`config.mk`:
```
export PLATFORM = sky130hd
export DESIGN_NAME = mmio_axil_master
export DESIGN_NICKNAME = d
export VERILOG_FILES = /design/src/rtl/mmio_axil_master.sv
export SDC_FILE = /design/constraint.sdc
export NUM_CORES = 1
export LEC_CHECK = 0
export BUFFER_PORTS_ARGS = -buffer_cell sky130_fd_sc_hd__buf_2
export CAP_MARGIN = 0
export CORE_AREA = 10 10 107 109
export DETAILED_ROUTE_END_ITERATION = 10
export DIE_AREA = 0 0 117 119
export PLACE_DENSITY = 0.8
export SLEW_MARGIN = 20
export SYNTH_ARGS = -nofsm -noshare
export SYNTH_HDL_FRONTEND = slang
export SYNTH_SLANG_ARGS = --single-unit
export TNS_END_PERCENT = 100
```
`constraint.sdc`:
```
create_clock -name clock -period 2.84 [get_ports clock]
set_input_delay 0.142 -clock clock [delete_from_list [all_inputs] [get_ports clock]]
set_output_delay 0.142 -clock clock [all_outputs]
set_load 0.02 [all_outputs]
```
`src/rtl/mmio_axil_master.sv`:
```
// ---------------------------------------------------------------------------------------------
// mmio_axil_master
//
// Bridges a simple CPU MMIO request/response handshake onto an AXI4-Lite master port. Only one
// transaction is in flight at a time. A request is accepted in IDLE, turned into either an
// AW+W / B exchange or an AR / R exchange, and the result is presented on the response port
// until the CPU takes it.
//
// Ports
//   clock, async_resetn        sole clock (rising edge); asynchronous active-low reset
//   req_valid/req_ready        CPU request handshake; req_we selects write (1) or read (0)
//   req_addr, req_wdata        byte address and write data, passed through unmodified
//   resp_valid/resp_ready      CPU response handshake
//   resp_rdata, resp_err       read data (0 for writes); 1 when BRESP/RRESP is non-zero
//   m_axi_aw*, m_axi_w*        AXI-Lite write address / write data channels
//   m_axi_b*                   AXI-Lite write response channel
//   m_axi_ar*, m_axi_r*        AXI-Lite read address / read data channels
// ---------------------------------------------------------------------------------------------
module mmio_axil_master #(
    parameter int unsigned ADDR_WIDTH = 16,
    parameter int unsigned DATA_WIDTH = 32
) (
    input  logic                  clock,
    input  logic                  async_resetn,

    // CPU request
    input  logic                  req_valid,
    output logic                  req_ready,
    input  logic                  req_we,
    input  logic [ADDR_WIDTH-1:0] req_addr,
    input  logic [DATA_WIDTH-1:0] req_wdata,

    // CPU response
    output logic                  resp_valid,
    input  logic                  resp_ready,
    output logic [DATA_WIDTH-1:0] resp_rdata,
    output logic                  resp_err,

    // AXI-Lite AW
    output logic [ADDR_WIDTH-1:0] m_axi_awaddr,
    output logic                  m_axi_awvalid,
    input  logic                  m_axi_awready,

    // AXI-Lite W
    output logic [DATA_WIDTH-1:0] m_axi_wdata,
    output logic                  m_axi_wvalid,
    input  logic                  m_axi_wready,

    // AXI-Lite B
    input  logic [1:0]            m_axi_bresp,
    input  logic                  m_axi_bvalid,
    output logic                  m_axi_bready,

    // AXI-Lite AR
    output logic [ADDR_WIDTH-1:0] m_axi_araddr,
    output logic                  m_axi_arvalid,
    input  logic                  m_axi_arready,

    // AXI-Lite R
    input  logic [DATA_WIDTH-1:0] m_axi_rdata,
    input  logic [1:0]            m_axi_rresp,
    input  logic                  m_axi_rvalid,
    output logic                  m_axi_rready
);

    typedef enum logic [2:0] {
        StIdle,
        StWrReq,
        StWrResp,
        StRdReq,
        StRdResp,
        StResp
    } state_e;

    // -----------------------------------------------------------------------------------------
    // Reset synchroniser: assertion is asynchronous, release is delayed by two clock edges so
    // every flop below leaves reset on the same edge.
    // -----------------------------------------------------------------------------------------
    logic [1:0] rst_sync_q;
    logic       rst_n;

    always_ff @(posedge clock or negedge async_resetn) begin
        if (!async_resetn) begin
            rst_sync_q <= 2'b00;
        end else begin
            rst_sync_q <= {rst_sync_q[0], 1'b1};
        end
    end

    assign rst_n = rst_sync_q[1];

    // -----------------------------------------------------------------------------------------
    // State
    // -----------------------------------------------------------------------------------------
    state_e                  state_q,      state_d;
    logic [ADDR_WIDTH-1:0]   addr_q,       addr_d;
    logic [DATA_WIDTH-1:0]   wdata_q,      wdata_d;
    logic                    awvalid_q,    awvalid_d;
    logic                    wvalid_q,     wvalid_d;
    logic                    arvalid_q,    arvalid_d;
    logic [DATA_WIDTH-1:0]   resp_rdata_q, resp_rdata_d;
    logic                    resp_err_q,   resp_err_d;

    always_ff @(posedge clock or negedge rst_n) begin
        if (!rst_n) begin
            state_q      <= StIdle;
            addr_q       <= '0;
            wdata_q      <= '0;
            awvalid_q    <= 1'b0;
            wvalid_q     <= 1'b0;
            arvalid_q    <= 1'b0;
            resp_rdata_q <= '0;
            resp_err_q   <= 1'b0;
        end else begin
            state_q      <= state_d;
            addr_q       <= addr_d;
            wdata_q      <= wdata_d;
            awvalid_q    <= awvalid_d;
            wvalid_q     <= wvalid_d;
            arvalid_q    <= arvalid_d;
            resp_rdata_q <= resp_rdata_d;
            resp_err_q   <= resp_err_d;
        end
    end

    // -----------------------------------------------------------------------------------------
    // Next-state logic
    // -----------------------------------------------------------------------------------------
    logic aw_done;
    logic w_done;

    // A channel counts as done once its VALID has been dropped or it handshakes this cycle;
    // this lets AW and W finish in either order or together.
    assign aw_done = !awvalid_q || m_axi_awready;
    assign w_done  = !wvalid_q  || m_axi_wready;

    always_comb begin
        state_d      = state_q;
        addr_d       = addr_q;
        wdata_d      = wdata_q;
        awvalid_d    = awvalid_q;
        wvalid_d     = wvalid_q;
        arvalid_d    = arvalid_q;
        resp_rdata_d = resp_rdata_q;
        resp_err_d   = resp_err_q;

        unique case (state_q)
            StIdle: begin
                if (req_valid) begin
                    addr_d  = req_addr;
                    wdata_d = req_wdata;
                    if (req_we) begin
                        awvalid_d = 1'b1;
                        wvalid_d  = 1'b1;
                        state_d   = StWrReq;
                    end else begin
                        arvalid_d = 1'b1;
                        state_d   = StRdReq;
                    end
                end
            end

            StWrReq: begin
                if (awvalid_q && m_axi_awready) begin
                    awvalid_d = 1'b0;
                end
                if (wvalid_q && m_axi_wready) begin
                    wvalid_d = 1'b0;
                end
                if (aw_done && w_done) begin
                    state_d = StWrResp;
                end
            end

            StWrResp: begin
                if (m_axi_bvalid) begin
                    resp_err_d   = (m_axi_bresp != 2'b00);
                    resp_rdata_d = '0;
                    state_d      = StResp;
                end
            end

            StRdReq: begin
                if (m_axi_arready) begin
                    arvalid_d = 1'b0;
                    state_d   = StRdResp;
                end
            end

            StRdResp: begin
                if (m_axi_rvalid) begin
                    resp_rdata_d = m_axi_rdata;
                    resp_err_d   = (m_axi_rresp != 2'b00);
                    state_d      = StResp;
                end
            end

            StResp: begin
                if (resp_ready) begin
                    state_d = StIdle;
                end
            end

            default: begin
                state_d = StIdle;
            end
        endcase
    end

    // -----------------------------------------------------------------------------------------
    // Outputs
    // -----------------------------------------------------------------------------------------
    // Gated by rst_n so req_ready stays low for the whole reset, including the sync window.
    assign req_ready     = rst_n && (state_q == StIdle);

    assign resp_valid    = (state_q == StResp);
    assign resp_rdata    = resp_rdata_q;
    assign resp_err      = resp_err_q;

    assign m_axi_awaddr  = addr_q;
    assign m_axi_awvalid = awvalid_q;
    assign m_axi_wdata   = wdata_q;
    assign m_axi_wvalid  = wvalid_q;
    assign m_axi_bready  = (state_q == StWrResp);
    assign m_axi_araddr  = addr_q;
    assign m_axi_arvalid = arvalid_q;
    assign m_axi_rready  = (state_q == StRdResp);

endmodule

```
==> results of run 1 <==
cells in the mapped netlist, drive strengths merged:
| cell type | instances | area [um2] |
|---|---|---|
| dfrtp | 89 | 2230 |
| mux2 | 51 | 649 |
| a22o | 32 | 280 |
| buf | 29 | 214 |
| nor2 | 9 | 41.3 |
| o21ai | 8 | 43.8 |
| nand2 | 6 | 22.5 |
| inv | 5 | 18.8 |
| a31oi | 4 | 25.0 |
| nor2b | 3 | 18.8 |
| and3 | 2 | 17.5 |
| nand2b | 2 | 20.0 |
| nor3 | 2 | 10.0 |
| a21oi | 1 | 5.00 |
| clkbuf | 1 | 3.75 |
| conb | 1 | 3.75 |
| mux2i | 1 | 10.0 |
| o221ai | 1 | 15.0 |
| o22a | 1 | 8.76 |
| o22ai | 1 | 6.26 |
| o311ai | 1 | 8.76 |
logic make-up (layout without fill, tap and decap cells):
family	count (synthesis)	count (layout)	synth area share [%]
other	1	1	0.103
muxes	52	52	18.1
and+or+nand+nor	24	24	3.57
DFF	89	89	61.0
buffers and inverters	35	252	6.48
AOI/OAI and AO/OA	49	49	10.8
layout make-up:
type | count | area [um2]
multi-input cells | 126 | 1190
flip-flops and latches | 89 | 2230
clock inverters | 6 | 67.6
clock buffers | 10 | 138
inverters | 5 | 18.8
repair buffers | 231 | 1330
fillers | 798 | 4340
well taps | 114 | 143
worst max path at each step:
stage / start / to
final: state_q[2] / resp_rdata[19]
after floorplan: rst_sync_q[1] / req_ready
after global routing: state_q[2] / resp_rdata[12]
after detailed placement: state_q[2] / resp_rdata[19]
after CTS: state_q[2] / resp_rdata[19]
after global placement: state_q[2] / resp_rdata[24]
state kept, by name (all words and copies together) (netlist names):
register       cells
m_axi_araddr      16
m_axi_awvalid      1
m_axi_wvalid       1
m_axi_wdata       32
m_axi_arvalid      1
resp_err           1
resp_rdata        32
state_q            3
rst_sync_q         2
layer usage:
layer / vias up / part of all wire [%]
met5: - / 0
met4: 0 / 0.89
met3: 7 / 10
met2: 138 / 49
met1: 1325 / 39
li1: 1296 / -
metrics by stage:
stage | hold WS, ns | total power [mW]
CTS | 0.0000964 | 6.29
global route | 0.00377 | 6.57
global placement | -0.0696 | 5.26
finish | 0.0263 | 6.20
detailed placement | -0.0680 | 5.35
floorplan | -0.154 | 4.45
where the power goes:
group          leakage, nW  switching [mW]  total, mW  internal, mW
Clock               0.0985           0.448      0.880         0.432
Combinational         1.45            1.73       3.05          1.32
Sequential            1.09           0.405       2.27          1.87
Total                 2.63            2.58       6.20          3.62
critical path, delay by kind of cell (launching register included):
kind	cells	cell delay (ns)
buf+inv	1	0.36
flops	1	0.59
compound gates	2	0.54
simple gates	2	0.32
what timing repair did:
action | in CTS | in global routing
hold endpoints to repair | 30 | 1
hold buffers | 29 | 1
resized for setup | 0 | 0
==> results.sh, run 1 <==
export IMPL_postCtsSetupBuffers=0
export IMPL_finalSetupViolCount=0
export IMPL_vias=2766
export IMPL_min_period_ns=1.89
export IMPL_final_common_cell="buf_2"
export IMPL_antenna_found_initial=0
export IMPL_met3_usage_pct=5.12
export IMPL_avgViaCountPerCell=4.76
export IMPL_r2r_end="resp_rdata[19]"
export IMPL_cts_sinks=89
export IMPL_clock_tree_root_cell="clkbuf_8"
export IMPL_reg2reg_slack_ns=0.95
export IMPL_grt_max_degree=49
export IMPL_worstSetupStartpointType="register"
export IMPL_hold_viol_final=0
export IMPL_die_area_um2=13900
export IMPL_drv_slew=0
export IMPL_dpl_hpwl_mm=7.48
export IMPL_num_io_pins=198
export IMPL_fin_tns_setup_ns=0
export IMPL_fin_area_um2=5120
export IMPL_seq_area_frac_synth_pct=61.0
export IMPL_fin_util_pct=54.1
export IMPL_clock_latency_ns=0.34
export IMPL_ant_nets=0
export IMPL_place_ws_ns=0.973
export IMPL_initial_core_util_pct=38.6
export IMPL_drv_cap=0
export IMPL_critPathCaptureType="register"
export IMPL_rr_worst_depth=5
export IMPL_use_met1_pct=16.2
export IMPL_wl_mm=10.2
export IMPL_synth_cell_types=30
export IMPL_grt_met2_usage_pct=23.3
export IMPL_rows=36
export IMPL_place_inst=535
export IMPL_grt_pass1_wl_mm=15.7
export IMPL_min_path_cells=2
export IMPL_drcViolationCount=0
export IMPL_cts_buffer_depth=2
export IMPL_rsz0062_at_grt="no"
export IMPL_powerDensity_nw_per_um2=1210
export IMPL_dieHeight_um=119
export IMPL_port_buffers=197
export IMPL_finalWeightedCongestion=0.853
export IMPL_outcome="completed"
export IMPL_ys_seq_elements=89
export IMPL_overflow=0
export IMPL_max_stage_delay_ns=0.59
export IMPL_cp_max_fo=26
export IMPL_crit_chain="nand2b_1, nor2_1, o21ai_2, buf_4, a22o_1"
export IMPL_skew_ns=0.00666
export IMPL_synth_warnings=0
export IMPL_grt_busiest_layer="met2"
export IMPL_cts_max_level=3
export IMPL_grt_pass1_vias=3035
export IMPL_syn_to_final_growth_pct=40.2
export IMPL_cts_clk_slew_worst_paths_ns=0.09
export IMPL_numCtsBuffers=9
export IMPL_slowest_stage="dfrtp_1"
export IMPL_max_freq_mhz=529
export IMPL_synthCells=250
export IMPL_fin_ws_ns=0.950
export IMPL_num_antenna_cells=0
export IMPL_track_usage_pct=14.0
export IMPL_dieWidth_um=117
export IMPL_instances_no_fill=581
export IMPL_leakagePower_nw=2.63
export IMPL_final_cell_mix="197 x buf_2, 88 x dfrtp_1, 32 x a22o_1, 30 x dlygate4sd3_1, 28 x mux2_2"
export IMPL_drt_iter0_markers=103
export IMPL_tritoncts="yes"
export IMPL_layout_drive_gt1_share_pct=58.5
export IMPL_layout_worst_path_cycle_share_pct=66.5
export IMPL_cp_required_ns=3.12
export IMPL_dpl_instance_area_um2=4610
export IMPL_max_vdd_ir_drop_mv=0.622
export IMPL_r2r_start="state_q[2]"
export IMPL_post_drt_wl_per_cell_um=17.6
export IMPL_hold_end="resp_rdata[25]"
export IMPL_hold_start="m_axi_rdata[25]"
export IMPL_core_um2=9460
export IMPL_relSlewSlack_pct=62.3
export IMPL_path_class="register to register"
export IMPL_layout_nets=556
export IMPL_syn_avg_cell_area_um2=14.6
export IMPL_hp_class="input pin to register"
export IMPL_worstMarginPinSlew_ns=0.566
export IMPL_critical_path_arrival_ns=2.17
export IMPL_drt_pass1_iter_count=4
export IMPL_syn_area_um2=3650
export IMPL_syn_num_nets=344
Power figures use the tool's default switching activity.
==> inputs of run 2 (changes only) <==
--- a/config.mk
+++ b/config.mk
@@ -7,10 +7,10 @@
 export LEC_CHECK = 0
 export BUFFER_PORTS_ARGS = -buffer_cell sky130_fd_sc_hd__buf_2
 export CAP_MARGIN = 0
-export CORE_AREA = 10 10 107 109
+export CORE_AREA = 10 10 102 104
 export DETAILED_ROUTE_END_ITERATION = 10
-export DIE_AREA = 0 0 117 119
-export PLACE_DENSITY = 0.8
+export DIE_AREA = 0 0 112 114
+export PLACE_DENSITY = 0.84
 export SLEW_MARGIN = 20
 export SYNTH_ARGS = -nofsm -noshare
 export SYNTH_HDL_FRONTEND = slang
==> constraint.sdc (replaced) <==
create_clock -name clock -period 1.8 [get_ports clock]
set_input_delay 0.09 -clock clock [delete_from_list [all_inputs] [get_ports clock]]
set_output_delay 0.09 -clock clock [all_outputs]
set_load 0.02 [all_outputs]
==> run 2 against run 1 <==
  * Flip-flop and latch count is the same
  * Total power grew 61%
  * Final area grew 11%
  * Critical path type unchanged
  * Fmax grew 12%
  * Worst setup slack lost 0.84 ns
  * Register-to-register slack lost 0.84 ns
  * Clock power grew 47%
  * Utilization grew 13 points
  * Non-clock buffer count grew 58
  * Critical endpoint is now state_q[2]
  * Global-route usage grew 4.3 points
  * Die area shrank 8.3%
  * Worst hold slack gained 0.027 ns
==> results.sh, run 2 (synthesis gave the netlist of run 1 again) <==
export IMPL_hp_class="input pin to asynchronous set/reset pin"
export IMPL_instances_no_fill=634
export IMPL_syn_to_final_growth_pct=55.8
export IMPL_ant_nets=0
export IMPL_dieWidth_um=112
export IMPL_use_met1_pct=18.4
export IMPL_final_cell_mix="197 x buf_2, 87 x dfrtp_1, 81 x dlygate4sd3_1, 32 x a22o_1, 28 x mux2_2"
export IMPL_grt_pass1_vias=3563
export IMPL_leakagePower_nw=2.88
export IMPL_drt_pass1_iter_count=5
export IMPL_die_area_um2=12800
export IMPL_critical_path_arrival_ns=1.91
export IMPL_met3_usage_pct=6.30
export IMPL_p_clk_share_pct=12.9
export IMPL_place_inst=536
export IMPL_switching_power_mw=4.22
export IMPL_r2r_end="state_q[2]"
export IMPL_p_int_mw=5.77
export IMPL_register_area_um2=2230
export IMPL_track_usage_pct=18.3
export IMPL_swShare_pct=42.3
export IMPL_avgViaCountPerCell=4.89
export IMPL_rsz0062_at_grt="no"
export IMPL_grt_busiest_layer="met2"
export IMPL_hold_viol_final=0
export IMPL_critPathCaptureType="register"
export IMPL_cp_required_ns=2.02
export IMPL_clock_latency_ns=0.34
export IMPL_powerDensity_nw_per_um2=1760
export IMPL_max_vdd_ir_drop_mv=0.809
export IMPL_clock_tree_root_cell="clkbuf_8"
export IMPL_p_comb_share_pct=51.4
export IMPL_num_io_pins=198
export IMPL_cts_sinks=89
export IMPL_outcome="completed"
export IMPL_numCtsBuffers=9
export IMPL_grt_met2_usage_pct=34.5
export IMPL_cts_max_level=3
export IMPL_wl_mm=12.0
export IMPL_layout_drive_gt1_share_pct=53.5
export IMPL_drcViolationCount=0
export IMPL_grt_pass1_wl_mm=19.2
export IMPL_tritoncts="yes"
export IMPL_r2r_start="state_q[1]"
export IMPL_skew_ns=0.0126
export IMPL_cts_clk_slew_worst_paths_ns=0.08
export IMPL_finalSetupViolCount=0
export IMPL_vias=3101
export IMPL_min_period_ns=1.69
export IMPL_initial_core_util_pct=43.1
export IMPL_max_freq_mhz=591
export IMPL_fillers=621
export IMPL_finalWeightedCongestion=0.880
export IMPL_layout_worst_path_cycle_share_pct=93.9
export IMPL_cts_buffer_depth=2
export IMPL_multi_input_area_um2=1190
export IMPL_drv_slew=0
export IMPL_layout_nets=614
export IMPL_path_class="register to register"
export IMPL_drt_iter0_markers=181
export IMPL_fin_tns_setup_ns=0
export IMPL_dieHeight_um=114
export IMPL_rr_worst_depth=4
export IMPL_rows=34
export IMPL_port_buffers=197
export IMPL_drv_cap=0
export IMPL_overflow=0
export IMPL_grt_max_degree=88
export IMPL_worstSetupStartpointType="register"
export IMPL_post_drt_wl_per_cell_um=19.0
export IMPL_p_seq_share_pct=35.7
export IMPL_core_um2=8470
export IMPL_final_common_cell="buf_2"
export IMPL_dpl_hpwl_mm=8.01
export IMPL_reg2reg_slack_ns=0.11
export IMPL_cp_max_fo=8
export IMPL_antenna_found_initial=1
## run 2: power groups by stage
stage | Clock, mW | Sequential [mW] | Combinational [mW]
3_3_place_gp | 0 | 3.50 | 4.88
6_report | 1.29 | 3.57 | 5.14
2_1_floorplan | 0 | 4.65 | 2.37
4_1_cts | 1.35 | 3.55 | 5.16
3_5_place_dp | 0 | 3.58 | 5.01
5_1_grt | 1.41 | 3.70 | 5.45
## run 2: worst max-delay path, cell delays in order, from the launching register on
cell	delay [ns]
dfrtp_1	0.53
nand2b_1	0.19
o22a_1	0.26
o221ai_2	0.25
mux2_1	0.36
## run 2: repair_timing
action	in CTS	in global routing
hold endpoints to repair	82	0
hold buffers	81	0
gates resized for setup	0	1
endpoints found under the setup margin	0	2
setup buffers	0	0
## run 2: cell type report
class                      instances  share of cell area [%]
timing repair buffer             289                    33.7
clock inverter                     5                   0.660
clock buffer                      11                    2.66
multi-input combinational        126                    21.0
inverter                           5                   0.330
sequential                        89                    39.3
antenna                            1                  0.0440
tap                              108                    2.38
## run 2: worst max-delay path by stage
| stage | from | end | slack, ns |
|---|---|---|---|
| floorplan | state_q[2] | m_axi_araddr[0] | 0.23 |
| global placement | state_q[2] | m_axi_araddr[7] | 0.19 |
| detailed placement | state_q[2] | state_q[2] | 0.11 |
| CTS | state_q[2] | state_q[2] | 0.09 |
| global route | state_q[1] | state_q[0] | 0.04 |
| finish | state_q[1] | state_q[2] | 0.11 |
## run 2: through the flow
stage / area (um2) / util (%) / total power [mW] / setup WS, ns / hold WS (ns)
after global placement: 4680 / 55.3 / 8.39 / 0.190 / -0.123
after global routing: 5690 / 67.2 / 10.6 / 0.0397 / 0.0462
after detailed placement: 4680 / 55.3 / 8.59 / 0.110 / -0.122
final: 5690 / 67.2 / 10.0 / 0.109 / 0.0532
after floorplan: 3650 / - / 7.02 / 0.227 / -0.206
after CTS: 5680 / 67.1 / 10.1 / 0.0944 / 0.0246
## run 2: per-layer routing
layer | wire length, um | vias up
met5 | 0 | -
met4 | 233 | 0
met3 | 920 | 22
met2 | 6550 | 146
met1 | 4320 | 1523
li1 | - | 1410
